--- src/rtl/zeck_decode_pkg.sv ---
// Shared definitions for the Zeckendorf decoder: FSM state encoding and default sizes.
// The same encoding is used by the other Fibonacci sequence blocks.
package zeck_decode_pkg;

    localparam int unsigned W_DEFAULT = 10;
    localparam int unsigned K_DEFAULT = 15;

    typedef enum logic [1:0] {
        S_Wait = 2'd0,
        S_Init = 2'd1,
        S_Acc  = 2'd2,
        S_Done = 2'd3
    } state_t;

endpackage

--- src/rtl/zeck_decode_fib_gen.sv ---
// Consecutive Fibonacci pair register: load seeds (1,2), step advances to the next pair.
// Width is a parameter so the encode side can reuse it.
module zeck_decode_fib_gen #(
    parameter int unsigned IW = 12
) (
    input  logic          Clk,
    input  logic          Rst,
    input  logic          load,
    input  logic          step,
    output logic [IW-1:0] t1,
    output logic [IW-1:0] t2
);

    // NOTE: sequential state uses non-blocking assignments so t2 reads the old t1.
    always_ff @(posedge Clk) begin
        if (Rst) begin
            t1 <= '0;
            t2 <= '0;
        end else if (load) begin
            t1 <= IW'(1);
            t2 <= IW'(2);
        end else if (step) begin
            t1 <= t2;
            t2 <= t1 + t2;
        end
    end

endmodule

--- src/rtl/zeck_decode.sv ---
// Iterative Zeckendorf decoder: one code bit per cycle, weights F(i+2) from a Fibonacci pair.
// Flags adjacent set bits (invalid code) and sums that do not fit in W bits.
module zeck_decode
    import zeck_decode_pkg::*;
#(
    parameter int unsigned W = W_DEFAULT,
    parameter int unsigned K = K_DEFAULT
) (
    input  logic         Clk,
    input  logic         Rst,
    input  logic         Start,
    input  logic [K-1:0] Code,
    output logic [W-1:0] Result,
    output logic         Done,
    output logic         Busy,
    output logic         Err,
    output logic         Ovf
);

    localparam int unsigned IW = W + 2;

    state_t          state, state_nx;
    logic [K-1:0]    shreg, shreg_nx;
    logic [IW-1:0]   sum, sum_nx;
    logic            errf, errf_nx;
    logic            finish;
    logic [IW-1:0]   fib_t1;
    logic [IW-1:0]   fib_t2_unused;

    zeck_decode_fib_gen #(.IW(IW)) u_fib (
        .Clk  (Clk),
        .Rst  (Rst),
        .load (state == S_Init),
        .step (state == S_Acc),
        .t1   (fib_t1),
        .t2   (fib_t2_unused)
    );

    // NOTE: every always_comb output gets a default first so no latch is inferred.
    always_comb begin
        state_nx = state;
        shreg_nx = shreg;
        sum_nx   = sum;
        errf_nx  = errf;
        case (state)
            S_Wait: begin
                if (Start) begin
                    state_nx = S_Init;
                    shreg_nx = Code;
                end
            end
            S_Init: begin
                sum_nx   = '0;
                errf_nx  = 1'b0;
                state_nx = S_Acc;
            end
            S_Acc: begin
                if (shreg[0])
                    sum_nx = sum + fib_t1;
                if (shreg[0] && shreg[1])
                    errf_nx = 1'b1;
                shreg_nx = shreg >> 1;
                if (shreg_nx == '0)
                    state_nx = S_Done;
            end
            S_Done:  state_nx = S_Wait;
            default: state_nx = S_Wait;
        endcase
    end

    // Outputs are loaded on the edge entering S_Done so Done is high during S_Done itself.
    assign finish = (state == S_Acc) && (state_nx == S_Done);
    assign Busy   = (state != S_Wait);

    always_ff @(posedge Clk) begin
        if (Rst) begin
            state  <= S_Wait;
            Result <= '0;
            Done   <= 1'b0;
            Err    <= 1'b0;
            Ovf    <= 1'b0;
        end else begin
            state <= state_nx;
            Done  <= finish;
            if (finish) begin
                Result <= sum_nx[W-1:0];
                Ovf    <= |sum_nx[IW-1:W];
                Err    <= errf_nx;
            end
        end
    end

    // NOTE: datapath registers need no reset; S_Wait/S_Init initialise them before use.
    always_ff @(posedge Clk) begin
        shreg <= shreg_nx;
        sum   <= sum_nx;
        errf  <= errf_nx;
    end

endmodule

--- config.mk ---
export PLATFORM = sky130hd
export DESIGN_NAME = zeck_decode
export DESIGN_NICKNAME = d
export VERILOG_FILES = /design/src/rtl/zeck_decode_pkg.sv /design/src/rtl/zeck_decode_fib_gen.sv /design/src/rtl/zeck_decode.sv
export SDC_FILE = /design/constraint.sdc
export NUM_CORES = 1
export LEC_CHECK = 0
export CAP_MARGIN = 40
export CORE_ASPECT_RATIO = 0.5
export CORE_MARGIN = 3
export CORE_UTILIZATION = 39
export DETAILED_ROUTE_END_ITERATION = 8
export MAX_ROUTING_LAYER = met4
export PLACE_DENSITY = 0.57
export SYNTH_ARGS = -nofsm -noshare
export SYNTH_HDL_FRONTEND = slang
export SYNTH_SLANG_ARGS = --single-unit
export TNS_END_PERCENT = 30
--- constraint.sdc ---
create_clock -name Clk -period 2.6 [get_ports Clk]
set_input_delay 0.78 -clock Clk [delete_from_list [all_inputs] [get_ports Clk]]
set_output_delay 0.78 -clock Clk [all_outputs]
set_load 0.1 [all_outputs]
==> impl_summary.txt <==
----------------------------------------------------
[Clock network]
  H-Tree Level Count ... 3
  CTS max path bufs ... 2
  Num Clock Sinks ... 67
  Buffers inserted by post-CTS timing repair ... 0
  Insertion delay of the later-clocked pin in the worst-skew pair ... 0.34 ns
  Resize count post-CTS ... 0
  Quantity of hold-fixing buffers added after cts ... 0
  Clock root buffer ... sky130_fd_sc_hd__clkbuf_16
  Clock input transition at the sequential cells of the worst setup and hold paths ... 0.06 ns
  Clock tree from TritonCTS ... built
  Cts bufs inserted ... 9

[Global route]
  Via count of the first global-routing pass ... 2,938
  Largest net degree at the start of global routing ... 28
  Global-route wire length before repair ... 14,400 um
  Number of antenna violations at the first check in global routing ... 0
  Total congestion overflow ... 0
  All-layer global routing usage ... 17.7%

[Final layout]
  Layout cells sized above 1 ... 16.7%
  Commonest cells after routing, fill and taps aside ... sky130_fd_sc_hd__dfxtp_1 (52), sky130_fd_sc_hd__nor2_1 (48), sky130_fd_sc_hd__nand2_1 (27)
  Sequential cell area ... 1490 um^2
  Most frequent standard cell in the layout excluding fill and tap cells ... sky130_fd_sc_hd__dfxtp_1
  Antenna Diode Count ... 0
  Filler cells ... 817
  Layout Utilization ... 50.0%
  Area occupied by multi-input gates ... 2050 um^2
  Area added between synthesis and finish ... 21.5%
  Final-stage net count ... 471

[Worst setup path]
  Highest-delay cell along the critical path ... sky130_fd_sc_hd__fa_2
  Startpoint Class ... flop
  CP required ... 2.85 ns
  Number of cell instances on the worst register-to-register path ... 8
  Endpoint arrival time on the critical path ... 2.71 ns
  First element of the critical path ... u_fib.t1[0]
  Crit Reg-Reg Startpoint ... u_fib.t1[0]
  Largest incremental delay on the critical path ... 0.40 ns
  Flop-to-flop setup slack ... 0.14 ns
  Destination of the worst register-to-register timing path ... Ovf
  Cells along the critical path ... ha_1 > fa_2 > a211oi_2 > o21ai_2 > o31ai_4 > mux2i_1 > a221o_1 > a311oi_2
  Worst Setup EP ... Ovf
  Type of the worst setup path ... reg -> reg
  Kind of end point of the critical path ... flop
  Top fanout value on the critical path ... 3

[Power]
  Power per cell area ... 734 nW/um^2
  Maximum VDD drop ... 0.000300 V
  Post-layout power ... 0.00328 W
  Static leakage power ... 1.72 nW

[Synth]
  EDFF count, synth ... 15
  Number of distinct standard cells referenced by the synthesized netlist ... 65
  Synthesized instance count ... 388
  Share of the yosys chip area belonging to registers ... 40.5%
  Share of async-settable or async-resettable flops after synthesis ... 0%
  Warning count from the yosys run ... 0
  Nets in the synthesized netlist ... 433
  Mean cell area of the mapped netlist ... 9.49 um^2
  #FFs+latches synth ... 67
  Syn Std Cell Area ... 3680 um^2
  Post-synth top flop ... sky130_fd_sc_hd__dfxtp_1

[Floorplanning]
  Starting utilization of the core area ... 41.2%
  Area inside the core boundary ... 8950 um^2
  Die Footprint ... 10,700 um^2
  Top-level I/O count ... 32
  Horizontal die dimension ... 143 um
  Die Y-Extent ... 74.7 um
  Site row count ... 24

[Min path]
  Type of the most critical hold path ... reg -> reg
  Number of cells traversed by the worst hold path ... 2

[Timing]
  Highest attainable clock frequency ... 407 MHz
  Number of hold violations in the final report ... 0
  Relative slew slack ... 59.0%
  Final hold slack ... 0.456 ns
  Setup skew after layout ... 0.00692 ns
  Least-Margin Pin Slew ... 0.614 ns
  Post-route fraction of the period consumed by the critical path ... 94.6%
  Min cycle time layout ... 2.46 ns
  Final-layout setup total negative slack ... 0 ns
  Setup repair after global routing missed its margin ... false
  Number of slew-limit violations in the final report ... 0
  Setup slack of the critical path after layout ... 0.141 ns
  Endpoints failing setup ... 0

[Place]
  Post-detailed-placement half-perimeter wirelength ... 6470 um
  Post-placement setup slack ... 0.134 ns
  Global placer's final weighted congestion ... 0.876
  Buffers on Ports ... 31

[Detailed routing]
  Met2 routed wirelength ... 3930 um
  Highest layer used for signal routing ... met4
  Number of vias per cell after detailed routing ... 5.47
  Detailed Route Iter0 Violations ... 190
  Met3 routed wirelength ... 473 um
  Pre-antenna DRT Iters ... 4
  DRC violation count after routing ... 0
  Post-DR wirelength/cell ... 16.0 um
  Detailed Route WL ... 8770 um
  Met1 Routed Length ... 4200 um
  Routed vias ... 2,999
  Number of routed nets with antenna violations ... 0

[Outcome]
  Result of the run ... complete, no violations

[Job]
  Count of max-cap constraint violations ... 0

----------------------------------------------------
## through the flow
step,area [um^2],instances
after floorplan,3680,388
after global placement,4120,532
after detailed placement,4120,532
after CTS,4470,548
after global routing,4470,548
final,4470,548
## area by class of cell
type | count | area share (%)
clock inverters | 7 | 2.77
clock buffers | 9 | 5.03
multi-input cells | 288 | 45.8
repair buffers | 42 | 8.28
flip-flops and latches | 67 | 33.3
inverters | 18 | 1.51
well taps | 117 | 3.27
## layer usage
metal	vias to the layer above	track usage, %
li1	1492	-
met1	1409	21.6
met2	78	28.9
met3	20	4.63
met4	0	6.16
met5	-	-
## state kept, by name, summed over array words and instances (netlist names)
signal    flops
state         2
sum          12
Result       10
errf          1
Done          1
shreg        15
u_fib.t1     12
u_fib.t2     12
Ovf           1
Err           1
## worst min-delay path by stage
stage              start         to  slack [ns]
3_5_place_dp   Result[1]  Result[1]        0.45
6_report       Result[0]  Result[0]        0.46
3_3_place_gp   Result[0]  Result[0]        0.45
4_1_cts        Result[1]  Result[1]        0.46
2_1_floorplan       errf       errf        0.44
5_1_grt        Result[0]  Result[0]        0.48
## report_power, final
part / internal [W] / switching (W) / total, W
registers: 0.00117 / 0.0000576 / 0.00123
clock network: 0.000944 / 0.000476 / 0.00142
logic: 0.000225 / 0.000413 / 0.000638
## synthesized netlist by cell type, types with 3 or more instances
cell type / number / area, um^2
sky130_fd_sc_hd__nand2b_1: 3 / 18.8
sky130_fd_sc_hd__nand4_1: 4 / 25.0
sky130_fd_sc_hd__a211oi_2: 3 / 37.5
sky130_fd_sc_hd__nand3_1: 4 / 20.0
sky130_fd_sc_hd__o21bai_1: 3 / 22.5
sky130_fd_sc_hd__nand2_1: 27 / 101
sky130_fd_sc_hd__inv_1: 16 / 60.1
sky130_fd_sc_hd__nor2_1: 48 / 180
sky130_fd_sc_hd__mux2_2: 15 / 169
sky130_fd_sc_hd__a21oi_1: 23 / 115
sky130_fd_sc_hd__o21ai_0: 23 / 115
sky130_fd_sc_hd__xor2_1: 4 / 35.0
sky130_fd_sc_hd__o22ai_1: 3 / 18.8
sky130_fd_sc_hd__edfxtp_1: 15 / 450
sky130_fd_sc_hd__dfxtp_1: 52 / 1040
sky130_fd_sc_hd__o21a_1: 3 / 22.5
sky130_fd_sc_hd__mux2i_1: 19 / 190
sky130_fd_sc_hd__nor4_1: 3 / 18.8
sky130_fd_sc_hd__ha_1: 25 / 313
sky130_fd_sc_hd__a22o_1: 6 / 52.6
sky130_fd_sc_hd__clkbuf_1: 7 / 26.3
sky130_fd_sc_hd__a21o_1: 4 / 30.0
sky130_fd_sc_hd__a211oi_1: 9 / 67.6
sky130_fd_sc_hd__nor3_1: 9 / 45.0
sky130_fd_sc_hd__buf_1: 3 / 11.3
sky130_fd_sc_hd__xnor2_1: 8 / 70.1
## kinds of logic (layout without fill, tap and decap cells)
kind of cell / Yosys count / after routing / synth area share (%)
compound gates: 102 / 102 / 19.4
simple gates: 113 / 113 / 13.9
flops: 67 / 67 / 40.5
buf+inv: 33 / 76 / 4.01
mux: 34 / 34 / 9.75
xor+xnor: 12 / 12 / 2.85
fa+ha+maj: 27 / 27 / 9.58
## worst max-delay path: cells and delay by family (launching register included)
family	cells	cell delay [ns]
compound gates	5	1.30
fa+ha+maj	2	0.64
flops	1	0.33
mux	1	0.11
Note: power is estimated with default switching activity, not from simulation.
